<file path="src/rtl/ixc_osf_pkg.sv">
// ixc_osf_pkg
// Shared definitions for the OSF mailbox event collector.
//   NUM_EV_DEF : default event vector width (matches the 20-bit OSF mailbox vector)
//   OVF_W_DEF  : default overflow counter width
//   state_t    : collector FSM states
package ixc_osf_pkg;

  localparam int NUM_EV_DEF = 20;
  localparam int OVF_W_DEF  = 8;

  typedef enum logic [0:0] {
    IDLE  = 1'b0,
    OFFER = 1'b1
  } state_t;

endpackage

</file>
<file path="src/rtl/ixc_osf_sat_cnt.sv">
// ixc_osf_sat_cnt
// Saturating up-counter used for the collision (overflow) count.
//   clk   : clock, rising edge
//   rst   : synchronous active-high reset, clears value
//   inc   : add one (holds at all-ones)
//   clr   : clear; when asserted together with inc the result is 1
//   value : current count
module ixc_osf_sat_cnt #(
  parameter int W = 8
) (
  input  logic         clk,
  input  logic         rst,
  input  logic         inc,
  input  logic         clr,
  output logic [W-1:0] value
);

  logic [W-1:0] value_reg;

  always_ff @(posedge clk) begin
    if (rst) begin
      value_reg <= '0;
    end else if (clr) begin
      // A collision in the clearing cycle is still counted.
      value_reg <= inc ? W'(1) : '0;
    end else if (inc && (value_reg != {W{1'b1}})) begin
      value_reg <= value_reg + W'(1);
    end
  end

  assign value = value_reg;

endmodule

</file>
<file path="src/rtl/ixc_osf_evt_collect.sv">
// ixc_osf_evt_collect
// Collects masked per-bit event strobes into a pending vector and offers
// them to the OSF mailbox as batches with a valid/ack handshake.
//   clk      : clock, rising edge
//   rst      : synchronous active-high reset
//   ev_in    : per-bit event strobes
//   ev_en    : per-bit event enables
//   clr_ovf  : clears overflow counter and flag
//   mb_ack   : mailbox accepts mb_vec when high with mb_valid
//   mb_vec   : batch offered to the mailbox
//   mb_valid : mb_vec is valid
//   pending  : events captured but not yet offered
//   ovf_cnt  : saturating count of collision cycles
//   ovf_flag : sticky collision flag
module ixc_osf_evt_collect
  import ixc_osf_pkg::*;
#(
  parameter int NUM_EV = NUM_EV_DEF,
  parameter int OVF_W  = OVF_W_DEF
) (
  input  logic              clk,
  input  logic              rst,
  input  logic [NUM_EV-1:0] ev_in,
  input  logic [NUM_EV-1:0] ev_en,
  input  logic              clr_ovf,
  input  logic              mb_ack,
  output logic [NUM_EV-1:0] mb_vec,
  output logic              mb_valid,
  output logic [NUM_EV-1:0] pending,
  output logic [OVF_W-1:0]  ovf_cnt,
  output logic              ovf_flag
);

  state_t            state_reg;
  logic [NUM_EV-1:0] pending_reg;
  logic [NUM_EV-1:0] mb_vec_reg;
  logic              mb_valid_reg;
  logic              ovf_flag_reg;
  logic [NUM_EV-1:0] ev_m;
  logic              collision;

  assign ev_m = ev_in & ev_en;

  // In IDLE a non-empty pending vector is always transferred on that edge,
  // and an empty one cannot overlap ev_m, so collisions only happen in OFFER.
  assign collision = (state_reg == OFFER) && ((ev_m & pending_reg) != '0);

  always_ff @(posedge clk) begin
    if (rst) begin
      state_reg    <= IDLE;
      pending_reg  <= '0;
      mb_vec_reg   <= '0;
      mb_valid_reg <= 1'b0;
    end else begin
      case (state_reg)
        IDLE: begin
          if (pending_reg == '0) begin
            pending_reg <= pending_reg | ev_m;
          end else begin
            mb_vec_reg   <= pending_reg;
            pending_reg  <= ev_m;
            mb_valid_reg <= 1'b1;
            state_reg    <= OFFER;
          end
        end
        OFFER: begin
          pending_reg <= pending_reg | ev_m;
          if (mb_ack) begin
            mb_valid_reg <= 1'b0;
            state_reg    <= IDLE;
          end
        end
        default: state_reg <= IDLE;
      endcase
    end
  end

  always_ff @(posedge clk) begin
    if (rst) begin
      ovf_flag_reg <= 1'b0;
    end else if (clr_ovf) begin
      ovf_flag_reg <= collision;
    end else if (collision) begin
      ovf_flag_reg <= 1'b1;
    end
  end

  ixc_osf_sat_cnt #(
    .W(OVF_W)
  ) u_ovf_cnt (
    .clk  (clk),
    .rst  (rst),
    .inc  (collision),
    .clr  (clr_ovf),
    .value(ovf_cnt)
  );

  assign mb_vec   = mb_vec_reg;
  assign mb_valid = mb_valid_reg;
  assign pending  = pending_reg;
  assign ovf_flag = ovf_flag_reg;

endmodule

</file>
<file path="config.mk">
export PLATFORM = sky130hd
export DESIGN_NAME = ixc_osf_evt_collect
export DESIGN_NICKNAME = d
export VERILOG_FILES = /design/src/rtl/ixc_osf_pkg.sv /design/src/rtl/ixc_osf_sat_cnt.sv /design/src/rtl/ixc_osf_evt_collect.sv
export SDC_FILE = /design/constraint.sdc
export NUM_CORES = 1
export LEC_CHECK = 0
export CAP_MARGIN = 40
export CORE_ASPECT_RATIO = 1.2
export CORE_MARGIN = 3
export CORE_UTILIZATION = 44
export DETAILED_ROUTE_END_ITERATION = 8
export PLACE_DENSITY = 0.84
export SKIP_CTS_REPAIR_TIMING = 1
export SYNTH_ARGS = -nofsm -noshare
export SYNTH_HDL_FRONTEND = slang
export SYNTH_SLANG_ARGS = --single-unit
</file>
<file path="constraint.sdc">
create_clock -name clk -period 4.55 [get_ports clk]
set_input_delay 1.365 -clock clk [delete_from_list [all_inputs] [get_ports clk]]
set_output_delay 1.365 -clock clk [all_outputs]
set_load 0.01 [all_outputs]
</file>
==> results.tsv <==
stage	metric	value	unit
route	Post-Route WL	5.83	mm
worst_setup_path	CP arrival	3.05	ns
timing	# setup viols final	0	
clock_tree	Worst-Skew Late Latency	0.29	ns
yosys	Post-Syn Nets	274	
timing	Hold Slack	0.481	ns
clock_tree	clock sink count	51	
finish	nets@finish	365	
power_and_ir_drop	worst ir drop on vdd	224	uV
route	wire per inst	15.5	microns
finish	Inserted Diodes	0	
grt	largest net degree at the start of global routing	48	
power_and_ir_drop	Leak	0.00120	uW
worst_setup_path	worst setup path startpoint	ev_en[16]	
flow_run	Max Cap Violations	0	
clock_tree	Max Root-Sink Buffers	2	
yosys	Synth Instances	229	
timing	crit share post-route	62.5	%
yosys	Synth cell types	36	
floorplan	Site Rows	26	
grt	first-pass GRT wire length	9.47	mm
yosys	mapped cell area	2070	sq um
route	Initial DRT Pass Iterations	4	
yosys	Syn. warnings	0	
worst_setup_path	Slowest-stage cell, CP	clkdlybuf4s50_1	
worst_setup_path	kind of critical path	primary input to flop	
clock_tree	clk root buf	clkbuf_8	
yosys	Syn Area/Cell	9.05	sq um
floorplan	# IOs	94	
route	via count	2062	
yosys	commonest cells in the netlist	dfxtp_1 (51), nor2_1 (48), nand3_1 (24), a22oi_1 (22), mux2i_1 (18)	
timing	worst slew pin tran	0.853	ns
route	drt drc	0	
timing	final-report max-slew violation count	0	
timing	fin crit period	2.84	ns
yosys	share of synthesized flip-flops with an asynchronous set or reset	0	%
worst_setup_path	Worst path max stage delay	0.43	ns
timing	Achievable Freq	352	MHz
clock_tree	CTS clk-pin slew, worst paths	0.08	ns
finish	post-layout util	71.2	%
yosys	Synth Flop Type	dfxtp_1	
floorplan	Die H	81.2	microns
worst_hold_path	Hold Crit Start	mb_valid	
grt	total congestion overflow	0	
timing	max_slew headroom	43.1	%
floorplan	core area	4390	sq um
finish	synthesis-to-finish area growth	50.9	%
yosys	count leader, synth	dfxtp_1	
route	initial DRC count	202	
worst_setup_path	crit-path max FO	7	
run_status	outcome	complete, no violations	
floorplan	die area	5570	sq um
floorplan	Starting Density	47.2	%
clock_tree	CTS HTree Levels	2	
yosys	post-synth top area cell	dfxtp_1	
grt	vias in the first global route	1988	
worst_setup_path	startpoint types	primary input	
worst_setup_path	CP bufs+invs	1	
route	number of antenna-violating nets in the routed design	0	
yosys	top cells by area, synth	dfxtp_1 (49%), mux2i_1 (8.7%), nor2_1 (8.7%), a22oi_1 (8.0%), nand3_1 (5.8%)	
worst_setup_path	FF-to-FF Start	pending[0]	
worst_setup_path	Worst path top cell family by delay	simple AND/OR/NAND/NOR gates	
yosys	EDFF count, synth	0	
placement	GPL Wtd Cong	0.828	
timing	worst-case setup margin in the final layout	1.71	ns
placement	DP Worst Slack	1.42	ns
timing	Worst Skew	0.00198	ns
yosys	Seq/Total Area, Yosys	49.3	%
grt	antenna violations before repair	0	
clock_tree	CTS tree	yes	
timing	Final Hold Viols	0	
worst_setup_path	Worst EP required	4.75	ns
grt	gr usage total	22.5	%
worst_setup_path	CP Capture Type	flop	
floorplan	Die W	68.6	microns
timing	final setup TNS	0	ns
placement	HPWL after detailed placement	4.38	mm
placement	IO Port Bufs	93	
timing	RSZ-0062 raised after global routing	false	
yosys	Yosys top cell area share	49.3	%
worst_setup_path	worst path cell trace	clkdlybuf4s50_1, nand3_1, nand4_1, nor3_1, a21oi_2, or4_1, o31ai_1	
yosys	number of synthesized register bits	51	
power_and_ir_drop	Power Density	291	nW/um^2
route	drt via density	5.47	
clock_tree	CTS buffer count	5	
worst_hold_path	worst min-delay path class	flop to flop	
finish	layout cells sized above 1	5.61	%
## metal layers
metal	up-vias	routed length, microns	global-route usage [%]
met3	12	458	7.47
met1	955	2410	27.8
met2	80	2840	35.9
li1	1015	-	-
met4	0	121	8.55
met5	-	0	0
## area by class of cell
class	count	area, sq um
Clock buffer	7	76.3
Clock inverter	1	5.00
Fill cell	362	1260
Inverter	2	7.51
Multi-Input combinational cell	166	1000
Sequential cell	51	1020
Tap cell	56	70.1
Timing Repair Buffer	94	946
## cell usage in the layout (no fill, tap or decap), types with 2 or more instances in the layout
cell type	n
nor2_1	48
a21oi_1	5
dfxtp_1	51
nor4_1	5
nand3_1	24
nor3_1	2
nand4_1	6
clkbuf_1	2
a22oi_1	22
a31oi_1	3
clkbuf_8	5
a31o_2	2
a41o_2	2
nand2_1	12
mux2i_1	18
inv_1	2
clkdlybuf4s50_1	92
## worst reg2reg max path: stages, from the launching register on
cell     delay, ns
dfxtp_1       0.36
nor4_1        0.43
nand3_1       0.23
o21ai_4       0.36
buf_12        0.24
mux2i_1       0.22
nor2_1        0.06
## power by group
group          switching [uW]  internal, uW  leakage (uW)
combinational            76.3          98.5      0.000742
sequential               23.4           467      0.000417
clock                     137           108     0.0000422
total                     237           673       0.00120
## final timing paths
kind,to,cells past startpoint,slack [ns]
max,u_ovf_cnt.value[0],7,1.71
min,mb_valid,2,0.48
max reg2reg,mb_vec[17],6,2.49
min reg2reg,mb_valid,2,0.48
## per-stage QoR
step                      cells  total power (uW)  cell area (sq um)
final                       377               910               3130
after global placement      368               667               3030
after detailed placement    369               675               3050
after floorplan             229               574               2070
after global routing        377               956               3130
after CTS                   377               917               3130
## kinds of logic after synthesis
family          Yosys count  synth area share [%]
compound gates           40                  14.3
xor+xnor                  1                 0.423
fa+ha+maj                 1                 0.604
buf+inv                  12                  2.96
flops                    51                  49.3
mux                      18                  8.70
simple gates            106                  23.8
Power figures use the tool's default switching activity.
